===== config.mk =====
export PLATFORM = sky130hd
export DESIGN_NAME = dmem_arbiter
export DESIGN_NICKNAME = d
export VERILOG_FILES = /design/src/rtl/dmem_arb_pkg.sv /design/src/rtl/dmem_arbiter_rr_pick2.sv /design/src/rtl/dmem_arbiter.sv
export SDC_FILE = /design/constraint.sdc
export NUM_CORES = 1
export LEC_CHECK = 0
export BUFFER_PORTS_ARGS = -buffer_cell sky130_fd_sc_hd__buf_2
export CAP_MARGIN = 20
export CORE_ASPECT_RATIO = 0.9
export CORE_UTILIZATION = 30
export DETAILED_ROUTE_END_ITERATION = 8
export PLACE_DENSITY = 0.63
export SETUP_SLACK_MARGIN = 0.3
export SYNTH_ARGS = -nofsm -noshare
export SYNTH_HDL_FRONTEND = slang
export SYNTH_SLANG_ARGS = --single-unit

===== constraint.sdc =====
create_clock -name clk -period 1.5 [get_ports clk]
set_clock_uncertainty 0.05 [all_clocks]
set_input_delay 0.3 -clock clk [delete_from_list [all_inputs] [get_ports clk]]
set_output_delay 0.3 -clock clk [all_outputs]
set_load 0.02 [all_outputs]

===== src/rtl/dmem_arb_pkg.sv =====
// Shared types and defaults for the data-memory arbiter.
package dmem_arb_pkg;

   typedef enum logic {RR = 1'b0, LOCK0 = 1'b1} arb_state_t;
   typedef enum logic {CORE = 1'b0, IO = 1'b1} req_id_t;

   localparam int AW_DEF = 8;
   localparam int DW_DEF = 8;
   localparam int CNT_W  = 16;

endpackage


===== src/rtl/dmem_arbiter_rr_pick2.sv =====
// Combinational 2-way round-robin selector: one-hot grant plus the pointer
// to use after this cycle (favours whoever did not just win).
module rr_pick2
   import dmem_arb_pkg::*;
(
   input  logic [1:0] elig_i,
   input  req_id_t    ptr_i,
   output logic [1:0] gnt_o,
   output req_id_t    ptr_o
);

   always_comb begin
      gnt_o = 2'b00;
      ptr_o = ptr_i;
      if (elig_i == 2'b11) begin
         gnt_o = (ptr_i == CORE) ? 2'b01 : 2'b10;
      end else begin
         gnt_o = elig_i;
      end
      if (gnt_o[0]) begin
         ptr_o = IO;
      end else if (gnt_o[1]) begin
         ptr_o = CORE;
      end
   end

endmodule


===== src/rtl/dmem_arbiter.sv =====
// Shares one 256x8 SRAM between the core LSU (port 0) and the I/O engine (port 1).
// Define DMEM_ARB_STATS_EN to add the saturating conflict_cnt_o contention counter.
module dmem_arbiter
   import dmem_arb_pkg::*;
#(
   parameter int AW = AW_DEF,
   parameter int DW = DW_DEF
) (
   input  logic          clk,
   input  logic          rst_n,
   input  logic          req0_i,
   input  logic          we0_i,
   input  logic [AW-1:0] addr0_i,
   input  logic [DW-1:0] wdata0_i,
   input  logic          lock0_i,
   input  logic          req1_i,
   input  logic          we1_i,
   input  logic [AW-1:0] addr1_i,
   input  logic [DW-1:0] wdata1_i,
   output logic          gnt0_o,
   output logic          gnt1_o,
   output logic          rvalid0_o,
   output logic          rvalid1_o,
   output logic [DW-1:0] rdata0_o,
   output logic [DW-1:0] rdata1_o,
   output logic          mem_en_o,
   output logic          mem_we_o,
   output logic [AW-1:0] mem_addr_o,
   output logic [DW-1:0] mem_wdata_o,
   input  logic [DW-1:0] mem_rdata_i
`ifdef DMEM_ARB_STATS_EN
   ,
   output logic [CNT_W-1:0] conflict_cnt_o
`endif
);

   arb_state_t    state_q, state_d;
   req_id_t       ptr_q, ptr_d;
   logic [1:0]    gnt_q;
   logic [1:0]    rvld_q;
   logic          mem_en_q, mem_we_q;
   logic [AW-1:0] addr_q;
   logic [DW-1:0] wdata_q;

   logic [1:0]    elig, pick;
   logic          sel_we;
   logic [AW-1:0] sel_addr;
   logic [DW-1:0] sel_wdata;

   // A request still visible during its own grant pulse must not win again.
   assign elig[0] = req0_i & ~gnt_q[0];
   assign elig[1] = req1_i & ~gnt_q[1] & (state_q == RR);

   rr_pick2 u_pick (
      .elig_i (elig),
      .ptr_i  (ptr_q),
      .gnt_o  (pick),
      .ptr_o  (ptr_d)
   );

   always_comb begin
      state_d   = state_q;
      sel_we    = we0_i;
      sel_addr  = addr0_i;
      sel_wdata = wdata0_i;
      if (pick[0]) begin
         state_d = lock0_i ? LOCK0 : RR;
      end
      if (pick[1]) begin
         sel_we    = we1_i;
         sel_addr  = addr1_i;
         sel_wdata = wdata1_i;
      end
   end

   always_ff @(posedge clk or negedge rst_n) begin
      if (!rst_n) begin
         state_q  <= RR;
         ptr_q    <= CORE;
         gnt_q    <= 2'b00;
         rvld_q   <= 2'b00;
         mem_en_q <= 1'b0;
         mem_we_q <= 1'b0;
         addr_q   <= '0;
         wdata_q  <= '0;
      end else begin
         state_q  <= state_d;
         ptr_q    <= ptr_d;
         gnt_q    <= pick;
         mem_en_q <= |pick;
         if (|pick) begin
            mem_we_q <= sel_we;
            addr_q   <= sel_addr;
            wdata_q  <= sel_wdata;
         end
         // The grant pulse doubles as the owner tag for the read now at the SRAM.
         rvld_q   <= gnt_q & {2{mem_en_q & ~mem_we_q}};
      end
   end

   assign gnt0_o      = gnt_q[0];
   assign gnt1_o      = gnt_q[1];
   assign mem_en_o    = mem_en_q;
   assign mem_we_o    = mem_we_q;
   assign mem_addr_o  = addr_q;
   assign mem_wdata_o = wdata_q;
   assign rvalid0_o   = rvld_q[0];
   assign rvalid1_o   = rvld_q[1];
   assign rdata0_o    = rvld_q[0] ? mem_rdata_i : '0;
   assign rdata1_o    = rvld_q[1] ? mem_rdata_i : '0;

`ifdef DMEM_ARB_STATS_EN
   logic [CNT_W-1:0] cnt_q;
   logic             conflict;

   assign conflict = (&elig) | ((state_q == LOCK0) & req1_i & ~gnt_q[1]);

   always_ff @(posedge clk or negedge rst_n) begin
      if (!rst_n) begin
         cnt_q <= '0;
      end else if (conflict && (cnt_q != '1)) begin
         cnt_q <= cnt_q + CNT_W'(1);
      end
   end

   assign conflict_cnt_o = cnt_q;
`endif

endmodule

=== After elaboration in Yosys (flattened, before gate mapping) ===
Cells that the tools add are included.

* Bits in registers: 24
* Input port bits: 47
* Word-level logic and storage cells: 30

* Equal/unequal tests: 1
* Multiplexer cells: 10
* Bitwise operators: 9
* Reduce and logical (&&, ||, !) cells: 2

{| class="wikitable"
|+ Operators by type and width
! operator !! count
|-
| 8-bit two-way mux || 4
|-
| 1-bit bitwise AND || 4
|-
| 1-bit two-way mux || 4
|-
| 2-bit two-way mux || 2
|-
| 1-bit inverter || 4
|-
| 2-bit bitwise AND || 1
|-
| 2-bit equality test (second input constant) || 1
|-
| 2-bit nonzero test || 1
|-
| 2-bit OR reduction || 1
|}

=== Logic depth before layout (Yosys ltp) ===
Gate-level depths: netlist of run 1.

* Depth after elaboration: 7
* Depth in mapped cells: 5
* Mapped depth without buffers: 3

=== By module ===
A second synthesis of run 1 with hierarchy kept.

* Cells, all modules: 108
* Area, all modules: 1151.1 um2

{| class="wikitable"
|+ By module, submodules not included
! module !! times used !! cells an instance !! area an instance (um2) !! seq. area each (um2)
|-
| dmem_arbiter || 1 || 103 || 1123.6 || 600.6
|-
| rr_pick2 || 1 || 5 || 27.5 || 0.0
|}

=== Least setup slack after synthesis of run 1 ===
Ideal clock, no wire load.

* Path kind: reg-to-reg
* Start point: register gnt_q[1]
* End point: register addr_q[7], in the netlist mem_addr_o[7]
* Library setup time: 126 ps
* Arrival time: 1435 ps
* Data required time: 1324 ps
* Setup slack: -110 ps
* Cell stages (with the launch flop): 5
* Clock period less this slack: 1610 ps
* Cells stage by stage: dfrtp_1 or3b_4 buf_6 and3_1 a221o_1

* Longest elaborated chain between the ends: 6
* Elaborated cells on any way between the ends: 7
* Classes of those cells: eq/ne (1); mux (2); bitwise (3); reduce/logical (1)

{| class="wikitable"
|+ Ends and longest elaborated chain
! element !! line !! text
|-
| from (decl) || dmem_arbiter.sv:39 || <nowiki>logic [1:0] gnt_q;</nowiki>
|-
| from (signal assigned) || dmem_arbiter.sv:89 || <nowiki>gnt_q <= pick;</nowiki>
|-
| 1-bit inverter * || dmem_arbiter.sv:52 || <nowiki>assign elig[1] = req1_i & ~gnt_q[1] & (state_q == RR);</nowiki>
|-
| 1-bit bitwise AND * (2 in series) || dmem_arbiter.sv:52 ||
|-
| 2-bit equality test || dmem_arbiter_rr_pick2.sv:15 || <nowiki>if (elig_i == 2'b11) begin</nowiki>
|-
| 2-bit two-way mux * || dmem_arbiter_rr_pick2.sv:15 ||
|-
| 8-bit two-way mux or 2-bit OR reduction (tied branches) || dmem_arbiter.sv:69, dmem_arbiter.sv:91 ||
|-
| to (signal assigned) || dmem_arbiter.sv:93 || <nowiki>addr_q <= sel_addr;</nowiki>
|-
| to (decl) || dmem_arbiter.sv:42 || <nowiki>logic [AW-1:0] addr_q;</nowiki>
|}

Mark *: on every way between the ends. The rest lies on a longest branch, timed or not.
A chain may end at the register's enable or synchronous reset.

=== Worst setup path in the final report of run 1 ===
* Start point: register gnt_q[1]
* End point: register mem_we_q, in the netlist mem_we_o

* Longest elaborated chain between the ends: 6
* Elaborated cells on any way between the ends: 7
* Classes of those cells: eq/ne (1); mux (2); bitwise (3); reduce/logical (1)

{| class="wikitable"
|+ Ends and longest elaborated chain
! element !! line !! text
|-
| 1-bit inverter * || dmem_arbiter.sv:52 ||
|-
| 1-bit bitwise AND * (2 in series) || dmem_arbiter.sv:52 ||
|-
| 2-bit equality test || dmem_arbiter_rr_pick2.sv:15 ||
|-
| 2-bit two-way mux * || dmem_arbiter_rr_pick2.sv:15 ||
|-
| 1-bit two-way mux or 2-bit OR reduction (tied branches) || dmem_arbiter.sv:69, dmem_arbiter.sv:91 ||
|-
| to (signal assigned) || dmem_arbiter.sv:92 || <nowiki>mem_we_q <= sel_we;</nowiki>
|-
| to (decl) || dmem_arbiter.sv:41 || <nowiki>logic mem_en_q, mem_we_q;</nowiki>
|}

Marked as above.

==> summary.md, run 1 <==
| Metric | Value |
|---|---|
| Outcome | `finished with violations` |
| Failing checks | `negative setup slack` |
| Final Hold Vio Count | `0` |
| VDD IR-drop max | `about 0.97 mV` |
| Crit path launch type | `flop` |
| Synth Register Bits | `24` |
| Clk root buf | `clkbuf_8` |
| R2R Path Start | `gnt_q[1]` |
| Initial DRT Pass Iterations | `4` |
| WS Path Type | `reg2reg` |
| Yosys cell types | `20` |
| Slew headroom | `between 60% and 70%` |
| Final Slew Violations | `0` |
| Antenna violations before repair | `0` |
| TritonCTS clock tree | `built` |
| Fmax | `648 MHz` |
| P&R area growth vs syn | `88.8%` |
| CP max-delay cell | `dfrtp_2` |
| CORE AREA | `~0.0037 mm2` |
| Commonest cells after routing, fill and taps aside | `buf_2 (62), buf_6 (27), dfrtp_1 (19), and3_4 (17), a221o_1 (17)` |
| Reg clk slew, reported paths | `about 0.08 ns` |
| Overall Global Routing Usage | `between 10% and 20%` |
| H-tree levels | `1` |
| Total CTS buffers | `3` |
| Routability Congestion | `between 0.7 and 0.8` |
| First-pass GRT wire length | `between 5000 and 6000 um` |
| Routed Antenna Nets | `0` |
| Slowest stage delay, CP | `~0.47 ns` |
| Largest net degree at the start of global routing | `25` |
| Hold Crit Class | `in2reg` |
| Number of global-route vias before repair | `around 1200` |
| Syn avg cell area | `12.8 um2` |
| Data arrival time of the worst path | `1.65 ns` |
| Grt total ovfl | `0` |
| Minimum clock period after layout | `between 1.5 and 2 ns` |
| PD cells | `~1500 mW/mm2` |
| Clock sinks | `24` |
| Post-layout util | `slightly below 60%` |
| Hold path start | `addr1_i[1]` |
| Share of cells above drive strength 1 | `80.0%` |
| Placed Cells | `220` |
| Ys Warns | `0` |
| Leakage power | `roughly 1.1 nW` |
| Crit path launch | `gnt_q[1]` |
| Worst Tran Pin Value | `approximately 0.53 ns` |
| Register area share after synthesis | `51.6%` |
| I/O pin count | `85` |
| DP HPWL | `~2400 um` |
| Post-Syn Nets | `~140` |
| Vias/cell | `about 5.2` |
| RSZ-0062 raised after global routing | `true` |
| DRC Markers | `0` |
| Ant diodes | `0` |
| Finished Layout Cells | `246` |
| Die ar. | `between 0.004 and 0.005 mm2` |
| CP required | `roughly 1.6 ns` |
| Cells along the critical path | `or3b_4 > and3_4 > a221o_1` |
| Cell count after synthesis | `91` |
| Clk Latency, worst-skew pair | `0.27 ns` |
| Total chip power | `between 3 and 4 mW` |
| Via count | `1288` |
| Initial Util | `a little under a third` |
| Die Ht | `61.1 um` |
| Final wirelength | `between 4000 and 5000 um` |
| Max-cap viol count | `0` |
| Initial DRC count | `22` |
| Fin crit share | `103%` |
| Dpl cell area | `between 0.0015 and 0.002 mm2` |
| Final instance area | `0.00220 mm2` |
| Row count | `21` |
| Commonest non-fill, non-tap cell in the layout | `buf_2` |
| Syn Std Cell Area | `0.00116 mm2` |
| Max Buffers Root-to-Sink | `2` |
| Setup violators final | `16` |
| Die Wd | `between 60 and 70 um` |
| Buffers on Ports | `84` |
| Worst setup EP type | `flop` |
| Routed len/inst | `16.3 um` |
| Crit Path Max Fanout | `7` |
| Layout Nets | `between 200 and 250` |
| PnR worst setup slack | `-0.0435 ns` |
through the flow:
stage | TNS, ns | setup slack, ns | hold slack (ns)
after detailed placement | -1.58 | -0.106 | 0.263
after CTS | -0.279 | -0.0345 | 0.204
after global routing | -1.11 | -0.0789 | 0.204
after floorplan | -1.11 | -0.0708 | -0.0456
final | -0.301 | -0.0435 | 0.204
after global placement | -1.13 | -0.0845 | 0.253
synth_stat cells (all sizes together):
master	n	area, um2
dfrtp	24	601
a221o	17	170
and3	17	111
and2	16	100
buf	5	56.3
and3b	2	18.8
nor3b	2	26.3
a21o	1	7.51
a21oi	1	8.76
clkbuf	1	3.75
mux2	1	11.3
nand2	1	3.75
nand2b	1	13.8
nor2	1	20.0
or3b	1	11.3
where the power goes:
group          internal (mW)  leakage [nW]  switching (mW)  total (mW)
Combinational          0.960         0.793           0.805        1.76
Clock                  0.235        0.0288           0.207       0.442
Sequential             0.882         0.291           0.192        1.07
cell families after synthesis:
logic type	count (synthesis)	synth area share, %
flip-flops	24	51.6
buffers and inverters	6	5.16
AO/OA/AOI/OAI	19	16.0
multiplexers	1	0.968
AND/OR/NAND/NOR	41	26.2
critical path, delay by kind of cell, from the launching register on:
kind	cells	cell delay, ns
simple gates	2	0.67
flops	1	0.47
compound gates	1	0.25
timing repair:
item / 4_1_cts / 5_1_grt
gates cloned: 4 / 1
pin swaps: 30 / 9
hold buffers: 1 / 0
gates resized for setup: 79 / 7
endpoints found under the setup margin: 40 / 47
hold endpoints to repair: 24 / 0
setup buffers: 10 / 6
per-layer routing:
layer  vias to the layer above  wire length [um]  track usage [%]
met1                       642              1590             23.2
li1                        574                 -                -
met4                         0                51             7.60
met2                        66              2090             35.8
met3                         6               283             3.52
met5                         -                 0                0
area by class of cell:
type | instances | area, um2
clock buffers | 4 | 55.1
repair buffers | 106 | 782
fillers | 303 | 1510
multi-input cells | 66 | 696
well taps | 46 | 57.6
flip-flops and latches | 24 | 607
flip-flops by register name, summed over array words and instances (netlist names):
signal / cells
mem_addr_o: 8
mem_wdata_o: 8
gnt_q: 2
rvld_q: 2
mem_en_o: 1
mem_we_o: 1
ptr_q: 1
state_q: 1
path summary, 6_finish.rpt:
path | cells after the start | endpoint | slack, ns
min reg2reg | 1 | rvld_q[0] | 0.51
min in group asynchronous | 2 | mem_wdata_o[7] | 0.49
min | 2 | mem_addr_o[1] | 0.20
max in group asynchronous | 2 | state_q | 0.53
max reg2reg | 3 | mem_we_o | -0.04
max | 3 | mem_we_o | -0.04
Power figures use the tool's default switching activity.
==> inputs of run 2 (changes only) <==
Settings changed: CORE_ASPECT_RATIO 0.9 to 0.7, SLEW_MARGIN set to 20.
==> summary.md, run 2 (synthesis gave the netlist of run 1 again) <==
| Metric | Value |
|---|---|
| Outcome | `finished with violations (unchanged)` |
| Failing checks | `negative setup slack (unchanged)` |
| RSZ-0062 raised after global routing | `true (unchanged)` |
| CP max-delay cell | `dfrtp_2 (unchanged)` |
| Ant diodes | `0 (unchanged)` |
| Net Sw Power | `1.21 mW (was 1.20 mW)` |
| Total chip power | `3.38 mW (was 3.28 mW)` |
| Row count | `18 (was 21)` |
| I/O pin count | `85 (unchanged)` |
| Largest net degree at the start of global routing | `25 (unchanged)` |
| Vias/cell | `4.94 (was 5.24)` |
| R2R depth | `3 (unchanged)` |
| Final Slew Violations | `0 (unchanged)` |
| Share of total power in combinational logic | `54.6% (was 53.8%)` |
| Max-cap viol count | `0 (unchanged)` |
| Switching share of power | `35.9% (was 36.7%)` |
| Met3 global-route usage | `6.78% (was 3.52%)` |
| VDD IR-drop max | `0.883 mV (was 0.972 mV)` |
| Pint | `2.16 mW (was 2.08 mW)` |
| Initial DRT Pass Iterations | `4 (unchanged)` |
| Slew headroom | `63.5% (was 64.8%)` |
| PnR worst setup slack | `-0.0375 ns (was -0.0435 ns)` |
| Die Wd | `76.4 um (was 67.7 um)` |
| Overall Global Routing Usage | `20.8% (was 19.7%)` |
| Final wirelength | `4060 um (was 4010 um)` |
| Area of the multi-input gates | `679 um2 (was 696 um2)` |
| Final instance area | `0.00223 mm2 (was 0.00220 mm2)` |
| Global Route met1 Usage | `22.8% (was 23.2%)` |
| Reg2reg setup slack | `-0.04 ns (about the same)` |
| Worst Tran Pin Value | `0.548 ns (was 0.529 ns)` |
| Routed Antenna Nets | `0 (unchanged)` |
| Buffers on Ports | `84 (unchanged)` |
| Clk Latency, worst-skew pair | `0.26 ns (was 0.27 ns)` |
| Initial Util | `32.1% (was 31.4%)` |
| Hold path cells | `2 (unchanged)` |
| Seq pwr share | `32.5% (was 32.7%)` |
| Number of global-route vias before repair | `1300 (was 1212)` |
| Worst r2r dst | `mem_addr_o[2] (was mem_we_o)` |
| Cells along the critical path | `or3b_4 > and3_4 > a221o_1 (unchanged)` |
| Dpl cell area | `0.00169 mm2 (was 0.00170 mm2)` |
| Die Ht | `54.1 um (was 61.1 um)` |
| Worst setup EP type | `flop (unchanged)` |
| Commonest non-fill, non-tap cell in the layout | `buf_2 (unchanged)` |
| CP required | `1.60 ns (was 1.61 ns)` |
| Total CTS buffers | `3 (unchanged)` |
| Grt met2 use | `39.9% (was 35.8%)` |
| WS Path Type | `reg2reg (unchanged)` |
| Commonest cells after routing, fill and taps aside | `buf_2 (55), buf_6 (37), dfrtp_1 (20), and3_4 (17), a221o_1 (17) (was buf_2 (62), buf_6 (27), dfrtp_1 (19), and3_4 (17), a221o_1 (17))` |
| Final Hold Vio Count | `0 (unchanged)` |
| Via count | `1230 (was 1288)` |
| Die ar. | `0.00414 mm2 (was 0.00413 mm2)` |
| Share of cells above drive strength 1 | `79.4% (was 80.0%)` |
| Layout Nets | `247 (was 248)` |
| Global route hottest layer | `met2 (unchanged)` |
| Initial DRC count | `23 (was 22)` |
| TritonCTS clock tree | `built (unchanged)` |
| Max Buffers Root-to-Sink | `2 (unchanged)` |
| DP HPWL | `2530 um (was 2430 um)` |
| CORE AREA | `0.00363 mm2 (was 0.00370 mm2)` |
| Hold path endpoint | `mem_addr_o[6] (was mem_addr_o[1])` |
| Grt total ovfl | `0 (unchanged)` |
| PD cells | `1510 mW/mm2 (was 1490 mW/mm2)` |
| Crit path launch | `gnt_q[1] (unchanged)` |
| Crit Path Max Fanout | `6 (was 7)` |
| Clk root buf | `clkbuf_8 (unchanged)` |
| Clock sinks | `24 (unchanged)` |
| Antenna violations before repair | `0 (unchanged)` |
| Setup violators final | `17 (was 16)` |
| H-tree levels | `1 (unchanged)` |
| Routability Congestion | `0.776 (was 0.718)` |
| Crit path launch type | `flop (unchanged)` |
| Data arrival time of the worst path | `1.64 ns (was 1.65 ns)` |
| Fin crit share | `103% (about the same)` |
| Routed len/inst | `16.3 um (about the same)` |
| Minimum clock period after layout | `1.54 ns (about the same)` |
| P&R area growth vs syn | `91.6% (was 88.8%)` |
| DRC Markers | `0 (unchanged)` |
| Clock power share | `13.0% (was 13.5%)` |
| Filler cells | `304 (was 303)` |
| R2R Path Start | `gnt_q[1] (unchanged)` |
| First-pass GRT wire length | `6460 um (was 5820 um)` |
| Hold Crit Class | `in2reg (unchanged)` |
| Slowest stage delay, CP | `0.49 ns (was 0.47 ns)` |
| Leakage power | `1.12 nW (was 1.11 nW)` |
| Hold path start | `addr1_i[6] (was addr1_i[1])` |
| Register area | `606 um2 (was 607 um2)` |
| Reg clk slew, reported paths | `0.08 ns (about the same)` |
| Fmax | `650 MHz (was 648 MHz)` |
## run 2: cell type report
cell class                 count  share of cell area (%)
multi-input combinational     64                    30.5
sequential                    24                    27.2
tap                           50                    2.81
clock buffer                   4                    2.47
timing repair buffer         107                    37.1
## run 2: through the flow
stage	setup slack [ns]	util (%)	hold WS, ns	instances	setup TNS [ns]
after floorplan	-0.0708	-	-0.0456	91	-1.11
after global placement	-0.0822	46.5	0.256	223	-1.09
after detailed placement	-0.124	46.5	0.264	223	-1.56
after CTS	-0.0232	58.0	0.207	243	-0.211
after global routing	-0.0773	61.5	0.198	249	-0.936
final	-0.0375	61.5	0.207	249	-0.389
## run 2: what timing repair did
action,CTS,global route
hold endpoints to repair,24,0
setup buffers,12,6
hold buffers,1,0
endpoints found under the setup margin,42,54
gates cloned,3,0
pin swaps,25,11
gates resized for setup,75,25
## run 2: worst max-delay path by stage
stage                     slack [ns]  depth (start not counted)        endpoint
after floorplan                -0.07                          4   mem_addr_o[7]
after global placement         -0.08                          3  mem_wdata_o[3]
after detailed placement       -0.12                          3  mem_wdata_o[2]
after CTS                      -0.02                          3        mem_we_o
after global routing           -0.08                          3  mem_wdata_o[3]
final                          -0.04                          3   mem_addr_o[2]
## run 2: worst max-delay path: cells and delay by family, from the launching register on
kind / cells / cell delay (ns)
compound gates: 1 / 0.25
simple gates: 2 / 0.63
flops: 1 / 0.49
## run 2: power groups by stage
| stage | sequential, mW | clock [mW] | combinational (mW) |
|---|---|---|---|
| finish | 1.10 | 0.438 | 1.84 |
| global route | 1.12 | 0.488 | 1.94 |
| CTS | 1.07 | 0.444 | 1.61 |
| detailed placement | 1.06 | 0 | 1.27 |
| global placement | 1.05 | 0 | 1.25 |
| floorplan | 1.29 | 0 | 0.617 |
## run 2: metal layers
layer | wire length, um | part of all wire (%)
met5 | 0 | 0
met4 | 28 | 0.69
met3 | 312 | 7.7
met2 | 2020 | 50
met1 | 1700 | 42
==> inputs of run 3 (changes only) <==
Settings changed: CORE_UTILIZATION 30 to 35, PLACE_DENSITY 0.63 to 0.72.
==> summary.md, run 3 (synthesis gave the netlist of run 1 again) <==
| Metric | Value |
|---|---|
| Final Hold Vio Count | `0 (unchanged)` |
| Number of global-route vias before repair | `1292 (was 1300)` |
| Leakage power | `1.13 nW (was 1.12 nW)` |
| Ant diodes | `0 (unchanged)` |
| Final wirelength | `4040 um (was 4060 um)` |
| Share of cells above drive strength 1 | `80.0% (was 79.4%)` |
| WS Path Type | `reg2reg (unchanged)` |
| Worst setup EP type | `flop (unchanged)` |
| Clock sinks | `24 (unchanged)` |
| Worst hold margin | `0.203 ns (was 0.207 ns)` |
| CP required | `1.60 ns (about the same)` |
| Layout Nets | `248 (was 247)` |
| Initial DRT Pass Iterations | `6 (was 4)` |
| Switching share of power | `35.1% (was 35.9%)` |
| Die Wd | `70.9 um (was 76.4 um)` |
| Routed len/inst | `17.0 um (was 16.3 um)` |
| Hold Crit Class | `in2reg (unchanged)` |
| Grt total ovfl | `0 (unchanged)` |
| Total chip power | `3.48 mW (was 3.38 mW)` |
| Die ar. | `0.00356 mm2 (was 0.00414 mm2)` |
| Pint | `2.26 mW (was 2.16 mW)` |
| Total CTS buffers | `3 (unchanged)` |
| I/O pin count | `85 (unchanged)` |
| DP HPWL | `2460 um (was 2530 um)` |
| Failing checks | `design-rule violations, negative setup slack (was negative setup slack)` |
| Reg clk slew, reported paths | `0.08 ns (about the same)` |
| Minimum clock period after layout | `1.55 ns (was 1.54 ns)` |
| Dpl ws | `-0.117 ns (was -0.124 ns)` |
| Setup TNS | `-0.411 ns (was -0.389 ns)` |
| Antenna violations before repair | `0 (unchanged)` |
| Seq pwr share | `31.4% (was 32.5%)` |
| H-tree levels | `1 (unchanged)` |
| Fin crit share | `103% (about the same)` |
| Final Slew Violations | `0 (unchanged)` |
| Commonest cells after routing, fill and taps aside | `buf_2 (55), buf_6 (38), dfrtp_1 (19), and3_4 (17), a221o_1 (17) (was buf_2 (55), buf_6 (37), dfrtp_1 (20), and3_4 (17), a221o_1 (17))` |
| Worst Tran Pin Value | `0.536 ns (was 0.548 ns)` |
| Die Ht | `50.2 um (was 54.1 um)` |
| DRC Markers | `14 (was 0)` |
| Commonest non-fill, non-tap cell in the layout | `buf_2 (unchanged)` |
| Filler cells | `221 (was 304)` |
| RSZ-0062 raised after global routing | `true (unchanged)` |
| Share of total power in combinational logic | `52.4% (was 54.6%)` |
| Vias/cell | `5.29 (was 4.94)` |
| Largest net degree at the start of global routing | `25 (unchanged)` |
| Crit Path Max Fanout | `7 (was 6)` |
| Net Sw Power | `1.22 mW (was 1.21 mW)` |
| Max Buffers Root-to-Sink | `2 (unchanged)` |
| VDD IR-drop max | `1.01 mV (was 0.883 mV)` |
| Setup violators final | `18 (was 17)` |
| Post-layout util | `70.7% (was 61.5%)` |
| Initial DRC count | `89 (was 23)` |
| Row count | `17 (was 18)` |
| Buffers on Ports | `84 (unchanged)` |
| Clock power share | `16.2% (was 13.0%)` |
| Clk root buf | `clkbuf_8 (unchanged)` |
| Max-cap viol count | `0 (unchanged)` |
| Finished Layout Cells | `238 (was 249)` |
| Crit path launch type | `flop (unchanged)` |
| Clk Latency, worst-skew pair | `0.27 ns (was 0.26 ns)` |
| TritonCTS clock tree | `built (unchanged)` |
| Slew headroom | `64.3% (was 63.5%)` |
| Overall Global Routing Usage | `22.4% (was 20.8%)` |
| Via count | `1258 (was 1230)` |
| PnR worst setup slack | `-0.0500 ns (was -0.0375 ns)` |
| Initial Util | `37.0% (was 32.1%)` |
| Routed Antenna Nets | `0 (unchanged)` |
| Routability Congestion | `0.684 (was 0.776)` |
| Dpl cell area | `0.00165 mm2 (was 0.00169 mm2)` |
| PD cells | `1560 mW/mm2 (was 1510 mW/mm2)` |
| Placed Cells | `210 (was 223)` |
| First-pass GRT wire length | `6070 um (was 6460 um)` |
| Final instance area | `0.00223 mm2 (about the same)` |
| Fmax | `645 MHz (was 650 MHz)` |
| P&R area growth vs syn | `91.4% (was 91.6%)` |
| Outcome | `finished with violations (unchanged)` |
| CORE AREA | `0.00315 mm2 (was 0.00363 mm2)` |
| Data arrival time of the worst path | `1.65 ns (was 1.64 ns)` |
==> run 3: cell type report <==
class	count	area (um2)	area share (%)
clock inverters	1	30.0	1.35
repair buffers	107	811	36.4
flip-flops and latches	24	607	27.2
multi-input cells	65	691	31.0
well taps	38	47.5	2.13
clock buffers	3	41.3	1.85
==> run 3: worst max-delay path, stage by stage, from the launching register on <==
cell,delay [ns]
dfrtp_2,0.48
or3b_4,0.46
and3_4,0.17
a221o_1,0.28
==> run 3: power groups by stage <==
stage	registers [mW]	logic, mW	clock network (mW)
finish	1.09	1.82	0.562
global route	1.12	1.91	0.602
CTS	1.07	1.55	0.564
detailed placement	1.06	1.25	0
global placement	1.05	1.22	0
floorplan	1.29	0.617	0
==> run 3: routing by layer <==
| metal | vias to the layer above | global-route usage (%) | share of wire (%) |
|---|---|---|---|
| li1 | 571 | - | - |
| met1 | 617 | 26.1 | 41 |
| met2 | 64 | 40.7 | 50 |
| met3 | 6 | 6.43 | 7.7 |
| met4 | 0 | 6.00 | 0.64 |
| met5 | - | 0 | 0 |
==> run 3: final timing paths <==
path	from	endpoint	slack, ns	cells past startpoint
max	gnt_q[1]	mem_wdata_o[4]	-0.05	3
min	we1_i	mem_we_o	0.20	2
max reg2reg	gnt_q[1]	mem_wdata_o[4]	-0.05	3
min reg2reg	mem_en_o	rvld_q[0]	0.52	1
max in group asynchronous	rst_n	state_q	0.52	2
min in group asynchronous	rst_n	mem_wdata_o[7]	0.50	2
==> run 3: what timing repair did <==
item	4_1_cts	5_1_grt
hold buffers	1	0
endpoints found under the hold margin	24	0
setup endpoints to repair	41	52
setup buffers	7	11
cloned	4	1
pin swaps	40	19
gates resized for setup	78	25
